**src/rtl/wb_axi_bridge_arbiter_if.sv**
```systemverilog
// Bus bundle between the Wishbone masters, the arbiter and the bridge slave port.
// The arbiter connects via the slave modport; the environment uses the master modport.
interface wb_axi_bridge_arbiter_if #(
    parameter int unsigned NUM_MASTERS = 4,
    parameter int unsigned DATA_WIDTH  = 32,
    parameter int unsigned ADDR_WIDTH  = 32
);
    logic [NUM_MASTERS-1:0]            m_stb_i;
    logic [NUM_MASTERS-1:0]            m_we_i;
    logic [NUM_MASTERS*ADDR_WIDTH-1:0] m_adr_i;
    logic [NUM_MASTERS*DATA_WIDTH-1:0] m_dat_i;
    logic [DATA_WIDTH-1:0]             m_dat_o;
    logic [NUM_MASTERS-1:0]            m_ack_o;
    logic [NUM_MASTERS-1:0]            m_err_o;
    logic                              wb_stb_o;
    logic                              wb_we_o;
    logic [ADDR_WIDTH-1:0]             wb_adr_o;
    logic [DATA_WIDTH-1:0]             wb_dat_o;
    logic [DATA_WIDTH-1:0]             wb_dat_i;
    logic                              wb_ack_i;
    logic [NUM_MASTERS-1:0]            grant_o;
    logic                              stray_ack_o;

    modport slave (
        input  m_stb_i, m_we_i, m_adr_i, m_dat_i, wb_dat_i, wb_ack_i,
        output m_dat_o, m_ack_o, m_err_o, wb_stb_o, wb_we_o, wb_adr_o, wb_dat_o,
               grant_o, stray_ack_o
    );

    modport master (
        output m_stb_i, m_we_i, m_adr_i, m_dat_i, wb_dat_i, wb_ack_i,
        input  m_dat_o, m_ack_o, m_err_o, wb_stb_o, wb_we_o, wb_adr_o, wb_dat_o,
               grant_o, stray_ack_o
    );
endinterface

```
**src/rtl/wb_axi_bridge_arbiter.sv**
```systemverilog
// Round-robin arbiter sharing one Wishbone-to-AXI4-Lite bridge port among several masters,
// one transaction in flight, with an optional per-grant timeout that returns an error.
module wb_axi_bridge_arbiter #(
    parameter int unsigned NUM_MASTERS = 4,
    parameter int unsigned DATA_WIDTH  = 32,
    parameter int unsigned ADDR_WIDTH  = 32,
    parameter int unsigned TIMEOUT     = 0
) (
    input  logic                   wb_clk_i,
    input  logic                   wb_rst_ni,
    wb_axi_bridge_arbiter_if.slave bus
);
    localparam int unsigned   IW       = (NUM_MASTERS > 1) ? $clog2(NUM_MASTERS) : 1;
    localparam int unsigned   CW       = IW + 1;
    localparam int unsigned   TW       = (TIMEOUT > 1) ? $clog2(TIMEOUT) : 1;
    localparam logic [TW-1:0] TO_LAST  = TW'((TIMEOUT > 0) ? (TIMEOUT - 1) : 0);
    localparam logic [IW-1:0] LAST_IDX = IW'(NUM_MASTERS - 1);

    typedef enum logic [1:0] {
        ST_IDLE    = 2'd0,
        ST_BUSY    = 2'd1,
        ST_RELEASE = 2'd2
    } state_t;

    typedef struct packed {
        logic                  we;
        logic [ADDR_WIDTH-1:0] adr;
        logic [DATA_WIDTH-1:0] dat;
    } req_t;

    state_t                 state_q, state_d;
    req_t                   req_q, req_d, sel_req;
    logic [NUM_MASTERS-1:0] grant_q, grant_d, sel_grant, ack_c, err_c;
    logic [IW-1:0]          gidx_q, gidx_d, ptr_q, ptr_d, win_idx;
    logic [TW-1:0]          cnt_q, cnt_d;
    logic                   stb_q, stb_d, stray_q, stray_d;
    logic                   timeout_hit, found;
    logic [CW-1:0]          cand;

    assign timeout_hit = (TIMEOUT != 0) && (cnt_q == TO_LAST);

    // First requester at or after the round-robin pointer, wrapping at NUM_MASTERS.
    always_comb begin
        win_idx = ptr_q;
        found   = 1'b0;
        cand    = '0;
        for (int unsigned k = 0; k < NUM_MASTERS; k++) begin
            cand = {1'b0, ptr_q} + CW'(k);
            if (cand >= CW'(NUM_MASTERS)) begin
                cand = cand - CW'(NUM_MASTERS);
            end
            if (!found && bus.m_stb_i[cand[IW-1:0]]) begin
                win_idx = cand[IW-1:0];
                found   = 1'b1;
            end
        end
    end

    // Winner's request payload and one-hot grant.
    always_comb begin
        sel_req   = '0;
        sel_grant = '0;
        for (int unsigned i = 0; i < NUM_MASTERS; i++) begin
            if (win_idx == IW'(i)) begin
                sel_grant[i] = 1'b1;
                sel_req.we   = bus.m_we_i[i];
                sel_req.adr  = bus.m_adr_i[i*ADDR_WIDTH +: ADDR_WIDTH];
                sel_req.dat  = bus.m_dat_i[i*DATA_WIDTH +: DATA_WIDTH];
            end
        end
    end

    always_ff @(posedge wb_clk_i or negedge wb_rst_ni) begin
        if (!wb_rst_ni) begin
            state_q <= ST_IDLE;
            req_q   <= '0;
            grant_q <= '0;
            gidx_q  <= '0;
            ptr_q   <= '0;
            cnt_q   <= '0;
            stb_q   <= 1'b0;
            stray_q <= 1'b0;
        end else begin
            state_q <= state_d;
            req_q   <= req_d;
            grant_q <= grant_d;
            gidx_q  <= gidx_d;
            ptr_q   <= ptr_d;
            cnt_q   <= cnt_d;
            stb_q   <= stb_d;
            stray_q <= stray_d;
        end
    end

    always_comb begin
        state_d = state_q;
        req_d   = req_q;
        grant_d = grant_q;
        gidx_d  = gidx_q;
        ptr_d   = ptr_q;
        cnt_d   = cnt_q;
        stb_d   = stb_q;
        stray_d = stray_q | (bus.wb_ack_i && (state_q != ST_BUSY));
        ack_c   = '0;
        err_c   = '0;

        case (state_q)
            ST_IDLE: begin
                if (found) begin
                    req_d   = sel_req;
                    grant_d = sel_grant;
                    gidx_d  = win_idx;
                    cnt_d   = '0;
                    stb_d   = 1'b1;
                    state_d = ST_BUSY;
                end
            end
            ST_BUSY: begin
                // Ack takes precedence over a timeout landing in the same cycle.
                if (bus.wb_ack_i || timeout_hit) begin
                    if (bus.wb_ack_i) begin
                        ack_c = grant_q;
                    end else begin
                        err_c = grant_q;
                    end
                    stb_d   = 1'b0;
                    grant_d = '0;
                    ptr_d   = (gidx_q == LAST_IDX) ? '0 : gidx_q + IW'(1);
                    state_d = ST_RELEASE;
                end else begin
                    cnt_d = cnt_q + TW'(1);
                end
            end
            ST_RELEASE: begin
                state_d = ST_IDLE;
            end
            default: begin
                state_d = ST_IDLE;
            end
        endcase
    end

    assign bus.wb_stb_o    = stb_q;
    assign bus.wb_we_o     = req_q.we;
    assign bus.wb_adr_o    = req_q.adr;
    assign bus.wb_dat_o    = req_q.dat;
    assign bus.m_ack_o     = ack_c;
    assign bus.m_err_o     = err_c;
    assign bus.m_dat_o     = bus.wb_dat_i;
    assign bus.grant_o     = grant_q;
    assign bus.stray_ack_o = stray_q;

endmodule

```
**src/flat_wrapper.sv**
```systemverilog
// flat-port wrapper written by rule: the top's interface ports become plain ports
module wb_axi_bridge_arbiter_flat 
#(
    parameter int unsigned NUM_MASTERS = 4,
    parameter int unsigned DATA_WIDTH  = 32,
    parameter int unsigned ADDR_WIDTH  = 32,
    parameter int unsigned TIMEOUT     = 0
)
  (wb_clk_i, wb_rst_ni, bus_m_stb_i, bus_m_we_i, bus_m_adr_i, bus_m_dat_i, bus_wb_dat_i, bus_wb_ack_i, bus_m_dat_o, bus_m_ack_o, bus_m_err_o, bus_wb_stb_o, bus_wb_we_o, bus_wb_adr_o, bus_wb_dat_o, bus_grant_o, bus_stray_ack_o);
  wb_axi_bridge_arbiter_if #(.NUM_MASTERS(NUM_MASTERS), .DATA_WIDTH(DATA_WIDTH), .ADDR_WIDTH(ADDR_WIDTH)) bus_i ();
  input  logic wb_clk_i;
  input  logic wb_rst_ni;
  input wire logic [$bits(bus_i.m_stb_i)-1:0] bus_m_stb_i;
  input wire logic [$bits(bus_i.m_we_i)-1:0] bus_m_we_i;
  input wire logic [$bits(bus_i.m_adr_i)-1:0] bus_m_adr_i;
  input wire logic [$bits(bus_i.m_dat_i)-1:0] bus_m_dat_i;
  input wire logic [$bits(bus_i.wb_dat_i)-1:0] bus_wb_dat_i;
  input wire logic [$bits(bus_i.wb_ack_i)-1:0] bus_wb_ack_i;
  output wire logic [$bits(bus_i.m_dat_o)-1:0] bus_m_dat_o;
  output wire logic [$bits(bus_i.m_ack_o)-1:0] bus_m_ack_o;
  output wire logic [$bits(bus_i.m_err_o)-1:0] bus_m_err_o;
  output wire logic [$bits(bus_i.wb_stb_o)-1:0] bus_wb_stb_o;
  output wire logic [$bits(bus_i.wb_we_o)-1:0] bus_wb_we_o;
  output wire logic [$bits(bus_i.wb_adr_o)-1:0] bus_wb_adr_o;
  output wire logic [$bits(bus_i.wb_dat_o)-1:0] bus_wb_dat_o;
  output wire logic [$bits(bus_i.grant_o)-1:0] bus_grant_o;
  output wire logic [$bits(bus_i.stray_ack_o)-1:0] bus_stray_ack_o;
  assign bus_i.m_stb_i = bus_m_stb_i;
  assign bus_i.m_we_i = bus_m_we_i;
  assign bus_i.m_adr_i = bus_m_adr_i;
  assign bus_i.m_dat_i = bus_m_dat_i;
  assign bus_i.wb_dat_i = bus_wb_dat_i;
  assign bus_i.wb_ack_i = bus_wb_ack_i;
  assign bus_m_dat_o = bus_i.m_dat_o;
  assign bus_m_ack_o = bus_i.m_ack_o;
  assign bus_m_err_o = bus_i.m_err_o;
  assign bus_wb_stb_o = bus_i.wb_stb_o;
  assign bus_wb_we_o = bus_i.wb_we_o;
  assign bus_wb_adr_o = bus_i.wb_adr_o;
  assign bus_wb_dat_o = bus_i.wb_dat_o;
  assign bus_grant_o = bus_i.grant_o;
  assign bus_stray_ack_o = bus_i.stray_ack_o;
  wb_axi_bridge_arbiter #(.NUM_MASTERS(NUM_MASTERS), .DATA_WIDTH(DATA_WIDTH), .ADDR_WIDTH(ADDR_WIDTH), .TIMEOUT(TIMEOUT)) u_core (.wb_clk_i(wb_clk_i), .wb_rst_ni(wb_rst_ni), .bus(bus_i));
endmodule
```
**config.mk**
```make
export PLATFORM = sky130hd
export DESIGN_NAME = wb_axi_bridge_arbiter_flat
export DESIGN_NICKNAME = d
export VERILOG_FILES = /design/src/rtl/wb_axi_bridge_arbiter_if.sv /design/src/rtl/wb_axi_bridge_arbiter.sv /design/src/flat_wrapper.sv
export SDC_FILE = /design/constraint.sdc
export NUM_CORES = 1
export LEC_CHECK = 0
export CAP_MARGIN = 20
export CORE_AREA = 2 2 158 160
export DETAILED_ROUTE_END_ITERATION = 8
export DIE_AREA = 0 0 160 162
export GPL_TIMING_DRIVEN = 0
export HOLD_SLACK_MARGIN = 0.12
export MAX_ROUTING_LAYER = met4
export PLACE_DENSITY_LB_ADDON = 0.25
export SLEW_MARGIN = 0
export SYNTH_ARGS = -nofsm -noshare
export SYNTH_HDL_FRONTEND = slang
export SYNTH_SLANG_ARGS = --single-unit
```
**constraint.sdc**
```tcl
create_clock -name wb_clk_i -period 1.98 [get_ports wb_clk_i]
set_input_delay 0.297 -clock wb_clk_i [delete_from_list [all_inputs] [get_ports wb_clk_i]]
set_output_delay 0.297 -clock wb_clk_i [all_outputs]
set_load 0.05 [all_outputs]
```
==> metrics.csv <==
stage,metric,value,unit
run_status,outcome,"finished, final reports clean",
routing,vias,6001,
routing,DR DRC count,0,
cts,CTS Buf Count,9,
cts,Clock Pin Slew Worst Setup and Hold Paths,0.06,ns
critical_path,crit end category,flop,
placed_design,Placed Area,9700,um^2
synthesis,synth warn,0,
timing,Final Hold Fails,0,
synthesis,post-synthesis sequential area ratio,34.8,%
synthesis,"flops & latches, synth",77,
global_route,vias in the first global route,6134,
timing,max-slew violations,0,
power,Leak,4.00,nW
routing,Iteration-0 DRC Markers,238,
cts,H-tree Lvls,3,
critical_path,data required time at the worst endpoint,2.19,ns
synthesis,Syn Std Cell Area,5530,um^2
power,total power per unit cell area,1320,nW/um^2
finish,layout cells sized above 1,22.4,%
floorplan,Initial Utilization,22.9,%
floorplan,Ports,410,
timing,fin crit share,99.1,%
critical_path,critical path arrival,2.18,ns
finish,Register Area,1930,um^2
synthesis,syn_area_per_cell,10.0,um^2
cts,later-pin clock latency in the skew report,0.34,ns
routing,vias per std cell,4.70,
placed_design,gpl congestion,0.820,
routing,wire length per cell,19.3,um
global_route,Total GRT Usage,18.6,%
timing,# setup viols final,0,
synthesis,cell count after synthesis,552,
timing,minimum clock period,1.96,ns
run,max-cap viol count,0,
global_route,initial antenna violation count,0,
finish,Multi-input gate area,3290,um^2
critical_path,CP max stage delay,0.45,ns
timing,setup TNS,0,ns
cts,TritonCTS clock tree,built,
finish,fillers,2429,
synthesis,number of synthesized flops with an enable pin,0,
floorplan,Die Wd,160,um
global_route,grt ovf,0,
global_route,pin count of the biggest net entering global routing,42,
timing,Max Clock Skew,0.0112,ns
cts,Clock Tree Buf Depth,2,
global_route,first-pass GRT wire length,36.0,mm
timing,Tightest Pin Transition,0.604,ns
cts,Root Driver,clkbuf_16,
power,total power,14.0,mW
timing,relative slew slack,59.7,%
finish,n_diodes,0,
critical_path,Setup CP Type,reg -> reg,
placed_design,placed cells,1253,
placed_design,port bufs,373,
routing,DRT Wirelength,24.6,mm
finish,Final Net Count,1249,
power,maximum VDD drop,0.000488,V
critical_path,Startpoint Class,flop,
floorplan,Rows,57,
routing,Final ANT Viol Nets,0,
critical_path,crit path cell chain,"and3b_1, or4_4, and2_4, nor2_4, buf_12, buf_8, a211oi_1",
synthesis,Netlist cell types,35,
floorplan,die height,162,um
finish,"Area growth, synth to finish",91.7,%
worst_hold_path,Hold WC Path Type,reg -> reg,
floorplan,core area,24100,um^2
routing,drt first pass iters,4,
cts,Clock Sinks,77,
synthesis,asr flop ratio synth,100,%
floorplan,die area,25900,um^2
finish,Final Cell Area,10600,um^2
synthesis,top_reg_cell synth,dfrtp_1,
timing,RSZ-0062 raised after global routing,true,
critical_path,"Slowest-stage cell, CP",dfrtp_2,
critical_path,peak fanout along the critical path,10,
placed_design,HPWL after DPL,18.5,mm
timing,Fmax,510,MHz
finish,Finished Layout Cells,1276,
==> routing by layer <==
layer / GRT usage (%) / part of all wire [%]
met1: 23.3 / 44
met3: 4.34 / 6.3
met4: 6.31 / 1.9
met5: - / 0
met2: 29.8 / 48
==> registers in the layout (all words and copies together), names as in the netlist <==
signal	flops
u_core.bus.wb_adr_o	32
u_core.bus.wb_we_o	1
u_core.ptr_q	2
u_core.gidx_q	2
u_core.bus.wb_stb_o	1
u_core.bus.wb_dat_o	32
u_core.bus.grant_o	4
u_core.state_q	2
u_core.bus.stray_ack_o	1
==> cell usage in the layout (no fill, tap or decap), types with 2 or more instances in the layout <==
cell | netlist | final
clkbuf_8 | 0 | 2
o31ai_1 | 3 | 3
conb_1 | 1 | 4
a211oi_1 | 88 | 65
nand2b_1 | 3 | 2
buf_8 | 0 | 3
dfrtp_2 | 0 | 2
a21o_1 | 2 | 2
mux2i_1 | 65 | 59
a21oi_4 | 0 | 2
nor4b_1 | 65 | 59
buf_4 | 44 | 50
nor2_1 | 65 | 65
clkinv_2 | 0 | 2
dlygate4sd2_1 | 0 | 4
clkbuf_16 | 0 | 10
a211oi_2 | 43 | 62
and2_1 | 4 | 4
dfrtp_1 | 77 | 75
mux2i_2 | 0 | 5
nand3_1 | 7 | 6
nor2b_1 | 3 | 3
buf_12 | 0 | 14
clkbuf_1 | 29 | 6
a211oi_4 | 0 | 4
buf_6 | 9 | 8
clkbuf_2 | 0 | 14
nor4b_2 | 0 | 6
nand2_1 | 9 | 9
buf_2 | 12 | 9
clkdlybuf4s50_1 | 0 | 364
o21ai_0 | 2 | 2
clkbuf_4 | 0 | 4
==> critical path: cells and delay by family (launching register included) <==
| family | cells | cell delay (ns) |
|---|---|---|
| buffers and inverters | 2 | 0.32 |
| AND/OR/NAND/NOR | 4 | 0.99 |
| AO/OA/AOI/OAI | 1 | 0.07 |
| flip-flops | 1 | 0.45 |
==> synthesized netlist by cell type, types with 2 or more instances <==
cell,count,area [um^2]
buf_2,12,60.1
a211oi_1,88,661
a211oi_2,43,538
buf_6,9,101
o31ai_1,3,22.5
inv_1,2,7.51
a21oi_2,2,17.5
and2_1,4,25.0
nand2_1,9,33.8
o21ai_0,2,10.0
or2_2,2,12.5
nor4b_1,65,569
nand3_1,7,35.0
buf_4,44,330
a21o_1,2,15.0
nor2_1,65,244
clkbuf_1,29,109
mux2i_1,65,651
nor3_1,2,10.0
nor2b_1,3,18.8
or3_1,2,12.5
nand2b_1,3,18.8
dfrtp_1,77,1930
==> what timing repair did <==
action	4_1_cts	5_1_grt
endpoints found under the hold margin	40	0
hold buffers	1	0
setup buffers	4	5
resized for setup	112	58
pin swaps	16	15
gates cloned	1	1
setup endpoints to repair	75	69
==> final timing paths <==
check / from / end / slack, ns / depth (start not counted)
worst max-delay path: u_core.ptr_q[1] / u_core.bus.wb_dat_o[29] / 0.02 / 7
worst min-delay path: u_core.bus.stray_ack_o / u_core.bus.stray_ack_o / 0.46 / 1
worst max register to register: u_core.ptr_q[1] / u_core.bus.wb_dat_o[29] / 0.02 / 7
worst min register to register: u_core.bus.stray_ack_o / u_core.bus.stray_ack_o / 0.46 / 1
max in group asynchronous: wb_rst_ni / u_core.bus.wb_adr_o[10] / 0.83 / 3
min in group asynchronous: wb_rst_ni / u_core.bus.wb_dat_o[9] / 0.50 / 2
==> stage by stage <==
stage | setup slack [ns] | hold slack, ns | util (%)
2_1_floorplan | 0.173 | 0.00141 | -
3_3_place_gp | -2.55 | 0.440 | 40.2
3_5_place_dp | -1.00 | 0.343 | 40.2
4_1_cts | -0.0161 | 0.465 | 42.7
5_1_grt | -0.0727 | 0.501 | 44.0
6_report | 0.0187 | 0.461 | 44.0
==> logic make-up after synthesis <==
group	count (synthesis)	share of synthesized area [%]
buffers and inverters	97	11.1
other	1	0.0678
muxes	65	11.8
adders and majority gates	1	0.226
and+or+nand+nor	169	18.8
AOI/OAI and AO/OA	142	23.2
DFF	77	34.8
==> area by class of cell <==
type | count | share of cell area, %
Buffer | 92 | 7.75
Clock buffer | 12 | 2.42
Clock inverter | 2 | 0.0944
Inverter | 2 | 0.0944
Multi-Input combinational cell | 381 | 31.0
Sequential cell | 77 | 18.2
Tap cell | 324 | 3.82
Timing Repair Buffer | 386 | 36.6
==> report_power, final <==
part	internal, mW	switching, mW
Combinational	3.79	5.81
Clock	0.902	0.694
Sequential	2.32	0.430
Total	7.02	6.94
Note: power is estimated with default switching activity, not from simulation.
